[src/rtl/fire_logger_pkg.sv]
// Shared constants and types for the fire logger.
package fire_logger_pkg;
  localparam int DEF_FIRE_WIDTH = 3;
  localparam int DEF_TS_WIDTH   = 16;
  localparam int DEF_CNT_WIDTH  = 8;
  localparam int DEF_DEPTH      = 4;

  // Fire-bit meanings.
  localparam int FIRE_ASSERT = 0;
  localparam int FIRE_XCHECK = 1;
  localparam int FIRE_COVER  = 2;

  // One logged event at the default widths.
  typedef struct packed {
    logic [DEF_FIRE_WIDTH-1:0] fire;
    logic [DEF_TS_WIDTH-1:0]   ts;
  } entry_t;
endpackage

[src/rtl/fire_logger_fifo.sv]
// Registered-output synchronous FIFO with flush; head reads 0 when empty.
module fire_logger_fifo #(
  parameter int W     = 19,
  parameter int DEPTH = 4
) (
  input  logic         clk,
  input  logic         rst_n,
  input  logic         flush,
  input  logic         push,
  input  logic         pop,
  input  logic [W-1:0] din,
  output logic [W-1:0] dout,
  output logic         full,
  output logic         empty
);
  localparam int AW = $clog2(DEPTH);

  logic [DEPTH-1:0][W-1:0] mem;
  logic [AW:0]             wptr, rptr;
  logic                    do_push, do_pop;

  assign empty   = (wptr == rptr);
  assign full    = (wptr[AW] != rptr[AW]) && (wptr[AW-1:0] == rptr[AW-1:0]);
  assign do_pop  = pop && !empty;
  // A push into a full FIFO only lands when the head is leaving this cycle.
  assign do_push = push && (!full || do_pop);
  assign dout    = empty ? '0 : mem[rptr[AW-1:0]];

  // Pointer and storage update; flush wins over push/pop.
  always_ff @(posedge clk or negedge rst_n) begin
    if (!rst_n) begin
      wptr <= '0;
      rptr <= '0;
      for (int i = 0; i < DEPTH; i++) mem[i] <= '0;
    end else if (flush) begin
      wptr <= '0;
      rptr <= '0;
    end else begin
      if (do_push) begin
        mem[wptr[AW-1:0]] <= din;
        wptr              <= wptr + 1'b1;
      end
      if (do_pop) rptr <= rptr + 1'b1;
    end
  end
endmodule

[src/rtl/fire_logger.sv]
// Timestamps checker fire events, queues them and keeps per-bit statistics.
module fire_logger
  import fire_logger_pkg::*;
#(
  parameter int FIRE_WIDTH = DEF_FIRE_WIDTH,
  parameter int TS_WIDTH   = DEF_TS_WIDTH,
  parameter int CNT_WIDTH  = DEF_CNT_WIDTH,
  parameter int DEPTH      = DEF_DEPTH
) (
  input  logic                            clk,
  input  logic                            rst_n,
  input  logic                            enable,
  input  logic                            clr,
  input  logic [FIRE_WIDTH-1:0]           fire,
  output logic                            rd_valid,
  input  logic                            rd_ready,
  output logic [FIRE_WIDTH-1:0]           rd_fire,
  output logic [TS_WIDTH-1:0]             rd_ts,
  output logic [FIRE_WIDTH*CNT_WIDTH-1:0] evt_cnt,
  output logic [FIRE_WIDTH-1:0]           sticky,
  output logic                            first_vld,
  output logic [TS_WIDTH-1:0]             first_ts,
  output logic                            overrun
);
  localparam int EW = FIRE_WIDTH + TS_WIDTH;

  logic [TS_WIDTH-1:0] ts;
  logic                evt, pop, full, empty, push;
  logic [EW-1:0]       head;

  assign evt      = enable && (|fire);
  assign rd_valid = !empty;
  assign pop      = rd_valid && rd_ready;
  assign push     = evt && !clr;
  assign rd_fire  = head[EW-1:TS_WIDTH];
  assign rd_ts    = head[TS_WIDTH-1:0];

  fire_logger_fifo #(.W(EW), .DEPTH(DEPTH)) u_fifo (
    .clk   (clk),
    .rst_n (rst_n),
    .flush (clr),
    .push  (push),
    .pop   (pop),
    .din   ({fire, ts}),
    .dout  (head),
    .full  (full),
    .empty (empty)
  );

  // Free-running timestamp, frozen while disabled.
  always_ff @(posedge clk or negedge rst_n) begin
    if (!rst_n)      ts <= '0;
    else if (clr)    ts <= '0;
    else if (enable) ts <= ts + 1'b1;
  end

  // Per-bit saturating event counters.
  for (genvar i = 0; i < FIRE_WIDTH; i++) begin : g_cnt
    logic [CNT_WIDTH-1:0] cnt;
    // Count events on this bit, holding at all-ones.
    always_ff @(posedge clk or negedge rst_n) begin
      if (!rst_n)                              cnt <= '0;
      else if (clr)                            cnt <= '0;
      else if (evt && fire[i] && (cnt != '1))  cnt <= cnt + 1'b1;
    end
    assign evt_cnt[i*CNT_WIDTH +: CNT_WIDTH] = cnt;
  end

  // Sticky OR of every fire bit seen.
  always_ff @(posedge clk or negedge rst_n) begin
    if (!rst_n)   sticky <= '0;
    else if (clr) sticky <= '0;
    else if (evt) sticky <= sticky | fire;
  end

  // Capture the timestamp of the first assertion failure only.
  always_ff @(posedge clk or negedge rst_n) begin
    if (!rst_n) begin
      first_vld <= 1'b0;
      first_ts  <= '0;
    end else if (clr) begin
      first_vld <= 1'b0;
      first_ts  <= '0;
    end else if (evt && fire[FIRE_ASSERT] && !first_vld) begin
      first_vld <= 1'b1;
      first_ts  <= ts;
    end
  end

  // Flag any event lost to a full FIFO that was not draining that cycle.
  always_ff @(posedge clk or negedge rst_n) begin
    if (!rst_n)                      overrun <= 1'b0;
    else if (clr)                    overrun <= 1'b0;
    else if (evt && full && !pop)    overrun <= 1'b1;
  end
endmodule
[config.mk]
export PLATFORM = sky130hd
export DESIGN_NAME = fire_logger
export DESIGN_NICKNAME = d
export VERILOG_FILES = /design/src/rtl/fire_logger_pkg.sv /design/src/rtl/fire_logger_fifo.sv /design/src/rtl/fire_logger.sv
export SDC_FILE = /design/constraint.sdc
export NUM_CORES = 1
export LEC_CHECK = 0
export CELL_PAD_IN_SITES_DETAIL_PLACEMENT = 0
export CELL_PAD_IN_SITES_GLOBAL_PLACEMENT = 1
export CORE_MARGIN = 1
export CORE_UTILIZATION = 46
export DETAILED_ROUTE_END_ITERATION = 10
export PLACE_DENSITY_LB_ADDON = 0.12
export SETUP_SLACK_MARGIN = 0.15
export SKIP_CTS_REPAIR_TIMING = 1
export SYNTH_ARGS = -nofsm -noshare
export SYNTH_HDL_FRONTEND = slang
export SYNTH_SLANG_ARGS = --single-unit
export TNS_END_PERCENT = 100
[constraint.sdc]
create_clock -name clk -period 2.6 [get_ports clk]
set_input_delay 0.52 -clock clk [delete_from_list [all_inputs] [get_ports clk]]
set_output_delay 0.52 -clock clk [all_outputs]
set_load 0.02 [all_outputs]
==> results of run 1 <==
==> placed cells by master (no fill, tap or decap), types with 17 or more instances in the layout <==
cell type / instances
dfrtp_1: 142
buf_4: 24
mux4_2: 19
dlymetal6s2s_1: 20
clkdlybuf4s50_1: 50
mux2_4: 30
nor2_1: 40
mux2_2: 46
nand2_1: 22
nor2b_1: 19
clkbuf_16: 17
==> power by group <==
group	internal, W	switching (W)	total, W
clock network	0.00173	0.000956	0.00269
registers	0.00231	0.0000816	0.00239
logic	0.000334	0.000342	0.000675
total	0.00438	0.00138	0.00576
==> sequential cells by signal, indices dropped and copies added, names as in the netlist <==
| name | cells |
|---|---|
| first_ts | 16 |
| first_vld | 1 |
| g_cnt.cnt | 24 |
| overrun | 1 |
| sticky | 3 |
| ts | 16 |
| u_fifo.mem | 76 |
| u_fifo.rptr | 3 |
| u_fifo.wptr | 3 |
==> cells by family after synthesis <==
group | count (synthesis) | share of synthesized area (%)
xor+xnor | 25 | 3.241
compound gates | 60 | 6.575
fa+ha+maj | 9 | 1.667
mux | 104 | 22.00
simple gates | 137 | 10.24
buf+inv | 44 | 3.297
flops | 143 | 52.97
==> cell type report <==
cell class              instances  area, sq um
inverters                      10        37.54
clock buffers                  19        442.9
well taps                     180        225.2
repair buffers                102         1041
clock inverters                13        209.0
flip-flops and latches        143         3580
multi-input cells             335         2990
fillers                      1167         5570
==> metal layers <==
layer  part of all wire, %  vias up  routed length [microns]
met5                     0        -                        0
met4                   1.4        0                      200
met3                   3.9       16                      573
met2                    49       82                     7270
met1                    46     2258                     6718
li1                      -     2072                        -
==> worst max-delay path: stages, from the launching register on <==
cell            delay, ns
dfrtp_2              0.50
buf_6                0.20
mux4_2               0.52
nor2b_1              0.15
dlymetal6s2s_1       0.20
==> stage by stage <==
stage / hold slack [ns] / setup slack, ns / TNS, ns / util [%]
3_5_place_dp: 0.4908 / 0.1077 / 0 / 55.23
2_1_floorplan: 0.2244 / 0.5408 / 0 / -
4_1_cts: 0.04906 / -0.3157 / -5.585 / 59.85
5_1_grt: 0.08089 / 0.009510 / 0 / 60.48
3_3_place_gp: 0.4837 / 0.1398 / 0 / 55.23
6_report: 0.04993 / 0.08108 / 0 / 60.48
==> cell usage after synthesis (2+ instances only) <==
| library cell | count |
|---|---|
| xor2_1 | 13 |
| nor2_1 | 40 |
| o21a_1 | 4 |
| dfrtp_1 | 143 |
| a2111oi_0 | 2 |
| a21oi_1 | 13 |
| nor4_1 | 5 |
| nand3_1 | 10 |
| nand4_1 | 11 |
| inv_1 | 10 |
| and3_1 | 8 |
| buf_6 | 6 |
| clkbuf_1 | 18 |
| buf_2 | 7 |
| mux2_2 | 46 |
| mux2i_1 | 9 |
| nor3_1 | 10 |
| buf_1 | 2 |
| o211ai_1 | 3 |
| ha_1 | 9 |
| or3_1 | 3 |
| mux2_4 | 30 |
| xnor2_1 | 12 |
| a22o_1 | 16 |
| nand2_1 | 22 |
| and4_1 | 3 |
| a31oi_1 | 2 |
| mux4_2 | 19 |
| o21ai_0 | 5 |
| a211oi_1 | 2 |
| a31o_2 | 2 |
| o41ai_1 | 3 |
| nor2b_1 | 19 |
==> worst paths after layout <==
kind | to | slack (ns) | cells past startpoint
max | rd_ts[7] | 0.08 | 4
max in group asynchronous | u_fifo.mem[75] | 1.87 | 2
min reg2reg | first_ts[12] | 0.50 | 1
max reg2reg | u_fifo.mem[24] | 0.55 | 5
min | u_fifo.mem[31] | 0.05 | 1
min in group clk | first_ts[12] | 0.50 | 1
==> run summary, run 1 <==
Inserted Diodes -> 0
Core Footprint -> 0.01410 sq mm
Slew Limit Fails -> 0
Antenna violations before repair -> 0
Initial core utilization -> 47.92%
GR peak layer -> met2
Die Width -> 123.2 microns
Crit end category -> output port
Post-synth EDFFs -> 0
P_leak -> 4.146 nW
DR pass1 iterations -> 4
Cell type with the largest total area after synthesis -> dfrtp_1
Vias -> 4,428
Cell count after synthesis -> 522
Measured slew at the worst slew-check pin -> 0.6054 ns
Largest net degree at the start of global routing -> 54
Tcrit/Tclk final -> 96.88%
FF+latch count, synth -> 143
Worst Setup Path Type -> register to output port
Synth Cell Area -> 0.006755 sq mm
# setup viols final -> 0
CTS tree -> done
Row cnt -> 43
Hpwl dp -> 9688 microns
DRC violations left -> 0
Layout Cells excl Fill -> 802
Grt total ovfl -> 0
Synth cell types -> 48
RePlAce Congestion -> 0.7948
Buffers on Ports -> 72
Status -> finished clean
Pwr/cell area -> 675.2 mW/mm^2
F_max -> 397.0 MHz
Final Instance Area -> 0.008526 sq mm
Worst EP arrival -> 2.00 ns
DR vias/cell -> 5.521
Area growth from synthesis to layout -> 26.21%
Area after DPL -> 0.007785 sq mm
Starting DRT DRC Count -> 222
Yosys warnings -> 0
Hold Vio Cnt, Final -> 0
# H-tree levels -> 4
Final #Nets -> 626
Worst EP required -> 2.08 ns
RSZ-0062 raised after global routing -> yes
Crit Path Max Fanout -> 6
GR Layer Usage met3 -> 5.627%
ANT nets after route -> 0
Vias in the first global route -> 4,687
Tmin final -> 2.519 ns
Num Clock Sinks -> 143
Area contributors post-synth -> dfrtp_1 (53%), mux2_2 (7.7%), mux2_4 (6.7%)
Hold Crit Class -> input pin to asynchronous set/reset pin
Final Power -> 0.005757 W
FFs w/ async S/R, synth -> 100.0%
Max_cap viols -> 0
Dpl cells -> 770
Most used DFF post-synth -> dfrtp_1
Global-route wire length before repair -> 24,960 microns
Final wirelength -> 14,760 microns
Max VDD drop -> 0.4488 mV
Slew HR -> 59.29%
Clock skew -> 0.007776 ns
Synth top area share -> 52.97%
Die height -> 123.2 microns
CTS buffer count -> 17
CP Launch Type -> register
Clock-pin slew on the worst setup and hold paths -> 0.06 ns
Max clock buf depth -> 2
Share of layout cells above drive strength 1 -> 26.69%
Clk_lat worst skew -> 0.43 ns
Net count after synthesis -> 539
Sequential area share after synthesis -> 52.97%
M2 GR Usage -> 35.58%
Met1 global-route usage -> 29.23%
CTS root buf -> clkbuf_16
Gr usage total -> 22.08%
Synth Area per Inst -> 12.94 sq um
Worst r2r src -> u_fifo.rptr[0]
Die area -> 0.01517 sq mm
I/O pin cnt -> 73
Drt wl/cell -> 18.41 microns
Critical path launch point -> u_fifo.rptr[0]
(Power assumes the default switching activity.)
==> inputs of run 2 (changes only) <==
--- a/config.mk
+++ b/config.mk
@@ -7,7 +7,7 @@
 export LEC_CHECK = 0
 export CELL_PAD_IN_SITES_DETAIL_PLACEMENT = 0
 export CELL_PAD_IN_SITES_GLOBAL_PLACEMENT = 1
-export CORE_MARGIN = 1
+export CORE_MARGIN = 2
 export CORE_UTILIZATION = 46
 export DETAILED_ROUTE_END_ITERATION = 10
 export PLACE_DENSITY_LB_ADDON = 0.12
==> run 2 against run 1 <==
  * Non-clock buffer count increased by 6
  * First-iteration DRC count up 2.3%
  * Combinational power increased by 13%
  * Global-route usage fell by 2.0 points
  * Critical endpoint is now rd_ts[12]
==> run summary, run 2 (synthesis gave the netlist of run 1 again) <==
Initial core utilization -> 46.83% (-1.1 points)
Die Width -> 125.2 microns (+1.6%)
Crit Path Max Fanout -> 4 (-2)
DR vias/cell -> 5.580 (+1.1%)
Final wirelength -> 15,450 microns (+4.7%)
Status -> finished clean
Global-route wire length before repair -> 24,630 microns (-1.3%)
R2r setup slk -> 0.36 ns (-0.19 ns)
Clk_lat worst skew -> 0.42 ns (about the same)
Area growth from synthesis to layout -> 25.97%
Inserted Diodes -> 0 (unchanged)
Vias in the first global route -> 4,651 (-0.77%)
Starting DRT DRC Count -> 227 (+2.3%)
Fillers -> 1,201 (+2.9%)
Area after DPL -> 0.007802 sq mm (+0.22%)
Dpl cells -> 774 (+0.52%)
DR pass1 iterations -> 4 (unchanged)
Slew HR -> 57.66% (-1.6 points)
Max reg flops -> 76 (unchanged)
Tmin final -> 2.453 ns (-0.06566 ns)
Crit end category -> output port
Antenna violations before repair -> 0 (unchanged)
F_max -> 407.6 MHz (+2.7%)
Regs by FF count -> u_fifo.mem x76, g_cnt.cnt x24
Tcrit/Tclk final -> 94.36% (-2.5 points)
Hold WS -> 0.03240 ns (-0.01753 ns)
Hold Crit Class -> input pin to asynchronous set/reset pin
Final #Nets -> 632 (+0.96%)
I/O pin cnt -> 73 (unchanged)
Gr usage total -> 20.11% (-2.0 points)
CTS root buf -> clkbuf_16
Worst EP arrival -> 1.93 ns (-0.07 ns)
Most common cell after layout, fill and taps aside -> dfrtp_1
Die height -> 125.2 microns (+1.6%)
Reg with most FFs -> u_fifo.mem
Max clock buf depth -> 2 (unchanged)
Most frequent cells in the layout -> dfrtp_1 (142), clkdlybuf4s50_1 (50), mux2_2 (46)
CTS buffer count -> 17 (unchanged)
DRC violations left -> 0 (unchanged)
Clock-pin slew on the worst setup and hold paths -> 0.06 ns (about the same)
Largest net degree at the start of global routing -> 58 (+7.4%)
Worst r2r src -> u_fifo.rptr[0]
Max VDD drop -> 0.4683 mV (+4.4%)
CTS tree -> done
Slew Limit Fails -> 0 (unchanged)
Layout Cells excl Fill -> 812 (+1.2%)
Pwr/cell area -> 695.8 mW/mm^2 (+3.0%)
Share of layout cells above drive strength 1 -> 29.94% (+3.2 points)
Max_cap viols -> 0 (unchanged)
Path depth of the worst reg2reg path -> 7 (+2)
Die area -> 0.01567 sq mm (+3.3%)
# H-tree levels -> 4 (unchanged)
Worst Setup Path Type -> register to output port
Clock skew -> 0.007303 ns (-0.0004734 ns)
Worst EP required -> 2.08 ns (about the same)
Row cnt -> 44 (+2.3%)
Num Clock Sinks -> 143 (unchanged)
Buffers on Ports -> 72 (unchanged)
Core Footprint -> 0.01442 sq mm (+2.3%)
# setup viols final -> 0 (unchanged)
Final Instance Area -> 0.008509 sq mm (-0.19%)
Vias -> 4,531 (+2.3%)
RSZ-0062 raised after global routing -> yes
Reg2reg end -> u_fifo.mem[55]
CP Launch Type -> register
P_leak -> 3.933 nW (-5.1%)
Measured slew at the worst slew-check pin -> 0.6298 ns (+0.02434 ns)
Hold Vio Cnt, Final -> 0 (unchanged)
Drt wl/cell -> 19.03 microns (+3.4%)
Finished Core Util -> 59.00% (-1.5 points)
DP Worst Slack -> 0.1073 ns (-0.0003960 ns)
Setup ws final -> 0.1467 ns (+0.06566 ns)
ANT nets after route -> 0 (unchanged)
Hpwl dp -> 9871 microns (+1.9%)
RePlAce Congestion -> 0.7974 (+0.33%)
Grt total ovfl -> 0 (unchanged)
-- run 2: per-layer routing --
metal	wire, microns	GRT usage, %
met4	223	8.039
met2	7635	32.42
met3	599	4.536
met1	6995	26.63
met5	0	0
-- run 2: metrics by stage --
step | setup TNS, ns | power, W
floorplan | 0 | 0.002811
global route | 0 | 0.006123
detailed placement | 0 | 0.003124
global placement | 0 | 0.003106
CTS | -3.979 | 0.005907
finish | 0 | 0.005921
-- run 2: report_power, final --
| group | switching (W) | total [W] | internal (W) |
|---|---|---|---|
| Combinational | 0.000377 | 0.000763 | 0.000386 |
| Clock | 0.000977 | 0.00277 | 0.00180 |
| Sequential | 0.0000725 | 0.00239 | 0.00231 |
| Total | 0.00143 | 0.00592 | 0.00449 |
-- run 2: worst max-delay path by stage --
stage / startpoint / cells after the start / endpoint
floorplan: fire[1] / 7 / u_fifo.mem[19]
global placement: enable / 6 / u_fifo.mem[39]
finish: u_fifo.rptr[0] / 5 / rd_ts[12]
global route: u_fifo.rptr[0] / 7 / rd_ts[14]
detailed placement: enable / 6 / u_fifo.mem[39]
CTS: u_fifo.rptr[0] / 6 / rd_ts[14]
-- run 2: area by class of cell --
cell class | instances | area [sq um] | area share [%]
sequential | 143 | 3580 | 42.07
multi-input combinational | 335 | 2972 | 34.92
timing repair buffer | 108 | 1025 | 12.04
clock buffer | 17 | 425.4 | 4.999
clock inverter | 15 | 240.2 | 2.823
tap | 184 | 230.2 | 2.705
inverter | 10 | 37.54 | 0.4411
-- run 2: worst max-delay path: stages, from the launching register on --
cell       delay (ns)
dfrtp_2          0.44
buf_4            0.14
clkbuf_16        0.14
mux4_2           0.50
nor2b_1          0.15
clkbuf_2         0.15
